==> src/rtl/q_update_ctrl.sv <==
// q_update_ctrl: sequences one Q-learning update per agent step.
// Per step it reads Q[s,a], the reward/next-state ROMs and Qmax for the next
// and current states, hands the operands to the arithmetic pipeline, then
// writes the new Q value and, when it exceeds the stored maximum, Qmax[s].
// Episodes end when the terminal state is reached or the step limit expires.
module q_update_ctrl #(
  parameter int STATE_W   = 6,
  parameter int ACT_W     = 2,
  parameter int DATA_W    = 8,
  parameter int MAX_STEPS = 64,
  parameter int STEP_W    = 7
) (
  input  logic                       i_clk,
  input  logic                       i_rst,
  input  logic                       i_start,
  input  logic [STATE_W-1:0]         i_start_state,
  input  logic [STATE_W-1:0]         i_end_state,
  input  logic                       i_act_valid,
  input  logic [ACT_W-1:0]           i_act,
  output logic                       o_act_ready,
  output logic [STATE_W+ACT_W-1:0]   o_q_addr,
  output logic                       o_q_we,
  output logic [DATA_W-1:0]          o_q_wdata,
  input  logic [DATA_W-1:0]          i_q_rdata,
  output logic [STATE_W-1:0]         o_qmax_addr,
  output logic                       o_qmax_we,
  output logic [DATA_W-1:0]          o_qmax_wdata,
  input  logic [DATA_W-1:0]          i_qmax_rdata,
  output logic [STATE_W+ACT_W-1:0]   o_lut_addr,
  input  logic [DATA_W-1:0]          i_r,
  input  logic [STATE_W-1:0]         i_next_s,
  output logic                       o_calc_start,
  output logic [DATA_W-1:0]          o_q,
  output logic [DATA_W-1:0]          o_r,
  output logic [DATA_W-1:0]          o_qmax,
  input  logic                       i_calc_done,
  input  logic [DATA_W-1:0]          i_sum,
  output logic                       o_busy,
  output logic                       o_done,
  output logic [STATE_W-1:0]         o_state,
  output logic [STEP_W-1:0]          o_steps
);

  localparam int AW = STATE_W + ACT_W;
  localparam logic [STEP_W-1:0] LAST_STEP = STEP_W'(MAX_STEPS);

  typedef enum logic [3:0] {
    S_IDLE, S_ACT, S_RD1, S_RD2, S_RD3, S_RD4, S_CALC, S_WB, S_NEXT, S_DONE
  } state_t;

  state_t              state_q;
  logic [STATE_W-1:0]  s_q;
  logic [STATE_W-1:0]  ns_q;
  logic [STEP_W-1:0]   steps_q;
  logic [DATA_W-1:0]   r_q;
  logic [DATA_W-1:0]   qval_q;
  logic [DATA_W-1:0]   qmax_next_q;
  logic [DATA_W-1:0]   qmax_cur_q;
  logic                calc_first_q;
  logic [AW-1:0]       q_addr_q;
  logic [AW-1:0]       lut_addr_q;
  logic [STATE_W-1:0]  qmax_addr_q;
  logic                q_we_q;
  logic                qmax_we_q;
  logic [DATA_W-1:0]   q_wdata_q;
  logic [DATA_W-1:0]   qmax_wdata_q;
  logic [DATA_W-1:0]   op_q_q;
  logic [DATA_W-1:0]   op_r_q;
  logic [DATA_W-1:0]   op_qmax_q;
  logic                busy_q;
  logic                done_q;
  logic [STEP_W-1:0]   steps_inc;

  assign steps_inc = steps_q + STEP_W'(1);

  // Step sequencer: state transitions, operand capture and registered outputs.
  always_ff @(posedge i_clk or posedge i_rst) begin
    if (i_rst) begin
      state_q      <= S_IDLE;
      s_q          <= '0;
      ns_q         <= '0;
      steps_q      <= '0;
      r_q          <= '0;
      qval_q       <= '0;
      qmax_next_q  <= '0;
      qmax_cur_q   <= '0;
      calc_first_q <= 1'b0;
      q_addr_q     <= '0;
      lut_addr_q   <= '0;
      qmax_addr_q  <= '0;
      q_we_q       <= 1'b0;
      qmax_we_q    <= 1'b0;
      q_wdata_q    <= '0;
      qmax_wdata_q <= '0;
      op_q_q       <= '0;
      op_r_q       <= '0;
      op_qmax_q    <= '0;
      busy_q       <= 1'b0;
      done_q       <= 1'b0;
    end else begin
      case (state_q)
        S_IDLE: begin
          if (i_start) begin
            s_q     <= i_start_state;
            steps_q <= '0;
            busy_q  <= 1'b1;
            if (i_start_state == i_end_state) begin
              state_q <= S_DONE;
              done_q  <= 1'b1;
            end else begin
              state_q <= S_ACT;
            end
          end
        end
        S_ACT: begin
          if (i_act_valid) begin
            q_addr_q   <= {s_q, i_act};
            lut_addr_q <= {s_q, i_act};
            state_q    <= S_RD1;
          end
        end
        S_RD1: begin
          // ROM outputs are combinational from the address registered at accept.
          r_q         <= i_r;
          ns_q        <= i_next_s;
          qmax_addr_q <= i_next_s;
          state_q     <= S_RD2;
        end
        S_RD2: begin
          qval_q      <= i_q_rdata;
          // The Qmax[ns] address has been sampled by the table at this edge, so
          // the Qmax[s] address can go out now and its data lands in RD4.
          qmax_addr_q <= s_q;
          state_q     <= S_RD3;
        end
        S_RD3: begin
          qmax_next_q <= i_qmax_rdata;
          state_q     <= S_RD4;
        end
        S_RD4: begin
          qmax_cur_q   <= i_qmax_rdata;
          op_q_q       <= qval_q;
          op_r_q       <= r_q;
          op_qmax_q    <= qmax_next_q;
          calc_first_q <= 1'b1;
          state_q      <= S_CALC;
        end
        S_CALC: begin
          calc_first_q <= 1'b0;
          if (i_calc_done) begin
            q_we_q       <= 1'b1;
            q_wdata_q    <= i_sum;
            qmax_we_q    <= (i_sum > qmax_cur_q);
            qmax_wdata_q <= i_sum;
            state_q      <= S_WB;
          end
        end
        S_WB: begin
          q_we_q    <= 1'b0;
          qmax_we_q <= 1'b0;
          state_q   <= S_NEXT;
        end
        S_NEXT: begin
          s_q     <= ns_q;
          steps_q <= steps_inc;
          if ((ns_q == i_end_state) || (steps_inc == LAST_STEP)) begin
            state_q <= S_DONE;
            done_q  <= 1'b1;
          end else begin
            state_q <= S_ACT;
          end
        end
        S_DONE: begin
          done_q  <= 1'b0;
          busy_q  <= 1'b0;
          state_q <= S_IDLE;
        end
        default: begin
          state_q <= S_IDLE;
          busy_q  <= 1'b0;
          done_q  <= 1'b0;
          q_we_q  <= 1'b0;
          qmax_we_q <= 1'b0;
        end
      endcase
    end
  end

  assign o_act_ready  = (state_q == S_ACT);
  assign o_calc_start = (state_q == S_CALC) && calc_first_q;
  assign o_q_addr     = q_addr_q;
  assign o_lut_addr   = lut_addr_q;
  assign o_qmax_addr  = qmax_addr_q;
  assign o_q_we       = q_we_q;
  assign o_q_wdata    = q_wdata_q;
  assign o_qmax_we    = qmax_we_q;
  assign o_qmax_wdata = qmax_wdata_q;
  assign o_q          = op_q_q;
  assign o_r          = op_r_q;
  assign o_qmax       = op_qmax_q;
  assign o_busy       = busy_q;
  assign o_done       = done_q;
  assign o_state      = s_q;
  assign o_steps      = steps_q;

endmodule

==> config.mk <==
export PLATFORM = sky130hd
export DESIGN_NAME = q_update_ctrl
export DESIGN_NICKNAME = d
export VERILOG_FILES = /design/src/rtl/q_update_ctrl.sv
export SDC_FILE = /design/constraint.sdc
export NUM_CORES = 1
export LEC_CHECK = 0
export ABC_AREA = 1
export CELL_PAD_IN_SITES_DETAIL_PLACEMENT = 0
export CELL_PAD_IN_SITES_GLOBAL_PLACEMENT = 1
export CORE_MARGIN = 1
export CORE_UTILIZATION = 36
export DETAILED_ROUTE_END_ITERATION = 10
export PLACE_DENSITY_LB_ADDON = 0.1
export SLEW_MARGIN = 20
export SYNTH_ARGS = -nofsm -noshare
export SYNTH_HDL_FRONTEND = slang
export SYNTH_SLANG_ARGS = --single-unit
==> constraint.sdc <==
create_clock -name i_clk -period 4.9 [get_ports i_clk]
set_clock_uncertainty 0.15 [all_clocks]
set_input_delay 0.98 -clock i_clk [delete_from_list [all_inputs] [get_ports i_clk]]
set_output_delay 0.98 -clock i_clk [all_outputs]
set_load 0.01 [all_outputs]
# == After elaboration in Yosys (flattened, before gate mapping) ==
# Cells that the tools add are included.
# word_totals
ff_bits,106
latchBits,0
ramBits,0
mem_bits_ro,0
in_bits,57
elab_cells,79
mem_count,0
# op_classes
n_addsub,1
mul,0
n_div,0
magnitude_cmp,1
n_eq_ne,17
n_shift,0
mux,22
bitwise,3
n_reduce_logical,16
# ops
operator,count
$pmux 4 s9,1
$pmux 6 s2,2
$mux 4,5
$eq 4x3->1 const B,4
$reduce_or 8->1,2
$pmux 7 s2,1
$eq 6x6->1,2
$ne 2x2->1 const B,5
$reduce_and 2->1,5
$eq 4x2->1 const B,2
$eq 4x4->1 const B,2
$gt 8x8->1,1
$pmux 1 s2,4
$add 7x1->7 const B,1
$eq 7x7->1 const B,1
$mux 7,1
$reduce_or 7->1,1
$mux 1,6
$mux 6,1
$reduce_bool 2->1,3
$eq 4x1->1 const B,1
$logic_not 4->1,1
$reduce_and 4->1,1
$not 1->1,3
other kinds (4),4

# == Depth between registers and ports, before layout ==
# logic_depth
word_depth,5
mapped_depth,11
mapped_depth_nobuf,11

# == Worst setup path before layout ==
# OpenSTA, ideal clock, no wires.
# synth_timing
path_kind,register -> output
from,register state_q[0]
to,output port o_calc_start
arrival_ps,1000
required_time_ps,3770
path_slack_ps,2770
stages_incl_launch_ff,3
path_cell_list,dfrtp_1 buf_2 nor4_1
# synth_via
elab_chain_cells,2
# synth_lines
element,line,text
start: declaration,51,state_t state_q;
start signal: assignment,79,state_q <= S_IDLE;
start signal: assignment,108,state_q <= S_DONE;
start signal: assignment,111,state_q <= S_ACT;
$eq 4x3->1,190,assign o_calc_start = (state_q == S_CALC) && calc_first_q;
$logic_and 1x1->1,190,
end: declaration,32,"output logic o_calc_start,"
# No other way between the ends.

# == Worst setup path after layout ==
# Same ends and word-level chain as after synthesis.

==> reports/metrics.cfg <==
[global_route]
grt_remaining_overflow=0
grt_first_pass_wirelength_um=18400
grtUsageTotal_pct=16.6
grt_max_degree=82
first_global_vias=3769
antenna_found_initial=0

[clock_network]
clock_latency_ns=0.34
cts_resized=0
cts_tree=done
clockBufferDepth=2
postCtsSetupBuffers=0
cts_made_buffers=9
htreeDepth=3
cts_num_sinks=106
cts.reportedPaths.clkPinSlew_ns=0.07
clockRootBuffer=clkbuf_16
cts-hold-fix-buffers=0

[synthesis]
synthesis.nets=584
ys_types=33
synth_area_leaders=dfrtp_1, nand2_1, o21ai_0
syn-instance-count=518
ys.warnings.count=0
ys_seq_area_share_pct=54.9
avgSynthCellArea_um2=9.33
ys_seq_elements=106
syn-cell-area_mm2=0.00483
synth_top_cell_by_area=dfrtp_1
synth_most_common_cell=nand2_1
synth_common_cells=nand2_1, dfrtp_1, o21ai_0
synth_top_area_share_pct=54.9
synth-edff-count=0
synthFlopType=dfrtp_1
synthArstFlopShare_pct=100

[floorplan]
die_w_um=118
die-area_mm2=0.0139
rows=41
io-pin-count=138
initial_core_util_pct=37.5
core_mm2=0.0129
die_h_um=118

[sta]
slew_headroom_pct=30.7
clock.fmax_mhz=331
rsz0062_at_grt=no
setup_tns_ns=0
post-route-period-util_pct=61.7
setup_viol=0
maxSlewViolCount=0
layout_min_cycle_time_ns=3.02
hold_violations=0
worstMarginPinSlew_ns=1.04

[drt]
wl_per_cell_um=13.9
num_vias=3807
drtPass1Iterations=4
vias_per_cell=4.69
drtAntennaViolNets=0
drc=0
drt_iter0_markers=159
routed_wl_um=11300

[critical_path]
cp.required_ns=3.77
critPathTopFamily=buffers and inverters
arrival_ns=1.89
crit_end=o_calc_start
worstSetupPathType=register to output pin
worst_setup_path_start_kind=register
cp_slowest_cell=clkdlybuf4s50_1
cp_cell_sequence=nor4_1, clkdlybuf4s50_1
slowest_delay_ns=0.62
r2r_setup_slack_ns=2.42
path_buf_inv=1
critical_path_depth=2
reg2reg_from=state_q[3]
end_kind=output pin
r2r-end=o_qmax[0]
rr_worst_depth=5
cp-startpoint=state_q[0]
cp_max_fo=11

[worst_hold_path]
hold_class=register to register

[pwr]
power_mw=4.09
ir_drop_uv=252
pwr_density_cell_mw_per_mm2=628
power.leakage_nw=3.04

[final_layout]
finalNonFillerCells=811
syn2layout_area_growth_pct=34.5
drive_gt1_share_pct=8.45
fin_nets=701
diodes=0

[run]
drv_cap=0

[placement]
port-buffer-count=137
placed_cells=796
gp_congestion=0.822
hpwl_um=7910

[outcome]
run_status=complete, no violations

## cell families after synthesis
| family | count (synthesis) | share of synthesized area (%) |
|---|---|---|
| AO/OA/AOI/OAI | 110 | 12.0 |
| AND/OR/NAND/NOR | 171 | 15.4 |
| flip-flops | 106 | 54.9 |
| buffers and inverters | 99 | 9.86 |
| multiplexers | 17 | 4.43 |
| XOR/XNOR | 6 | 1.09 |
| adder cells (fa/ha/maj) | 9 | 2.33 |
## where the power goes
part	internal (mW)	switching [mW]	total, mW
sequential	1.30	0.280	1.58
combinational	0.919	0.867	1.79
clock	0.409	0.314	0.723
total	2.62	1.46	4.09
## worst min path at each step
stage                   startpoint              to  slack [ns]  cells after the start
floorplan           qmax_next_q[0]  qmax_next_q[0]        0.30                      2
global placement            o_q_we          o_q_we        0.31                      2
detailed placement  qmax_next_q[3]  qmax_next_q[3]        0.32                      2
CTS                 qmax_next_q[3]  qmax_next_q[3]        0.34                      2
global route        qmax_next_q[2]  qmax_next_q[2]        0.36                      2
finish              qmax_next_q[4]  qmax_next_q[4]        0.34                      2
## sequential cells by signal (all words and copies together), names as in the netlist
register,count
calc_first_q,1
ns_q,6
o_busy,1
o_done,1
o_lut_addr,8
o_q,8
o_q_we,1
o_qmax,8
o_qmax_addr,6
o_qmax_wdata,8
o_qmax_we,1
o_r,8
o_state,6
o_steps,7
qmax_cur_q,8
qmax_next_q,8
qval_q,8
r_q,8
state_q,4
## per-layer routing
| layer | GRT usage (%) | vias to the layer above | routed length [um] |
|---|---|---|---|
| met5 | 0 | - | 0 |
| met4 | 5.45 | 0 | 172 |
| met3 | 4.07 | 11 | 567 |
| met2 | 25.3 | 112 | 5010 |
| met1 | 23.1 | 1803 | 5540 |
| li1 | - | 1881 | - |
## worst min-delay path, delay by kind of cell (launching register included)
kind             cells  cell delay [ns]
AND/OR/NAND/NOR      1             0.05
flip-flops           1             0.35
AO/OA/AOI/OAI        1             0.06
## layout by cell type (no fill, tap or decap), types with 2 or more instances in the layout
master	n
clkdlybuf4s50_1	137
nand2_1	109
dfrtp_1	106
o21ai_0	75
inv_1	62
nor2_1	28
a21oi_1	20
nand3_1	15
mux2_2	11
ha_1	9
clkbuf_16	9
o211ai_1	7
nand2_2	6
xor2_1	6
mux2_4	6
inv_2	4
o22ai_1	4
nor2_4	2
nor2_2	2
nand2_4	2
clkinv_4	2
## per-stage QoR
stage	util [%]	setup slack, ns	cell area, um^2	hold WS, ns
after floorplan	-	0.981	4830	0.299
after global placement	48.2	2.15	6210	0.308
after CTS	50.5	1.87	6500	0.341
final	50.5	1.88	6500	0.337
after detailed placement	48.2	2.13	6210	0.324
after global routing	50.5	1.78	6500	0.362
## area by class of cell
class | count | area (um^2)
flip-flops and latches | 106 | 2650
fillers | 1233 | 6370
inverters | 67 | 256
clock inverters | 4 | 52.6
repair buffers | 138 | 1380
well taps | 172 | 215
clock buffers | 11 | 243
multi-input cells | 313 | 1710
No activity file was read; power rests on OpenSTA's default activity.
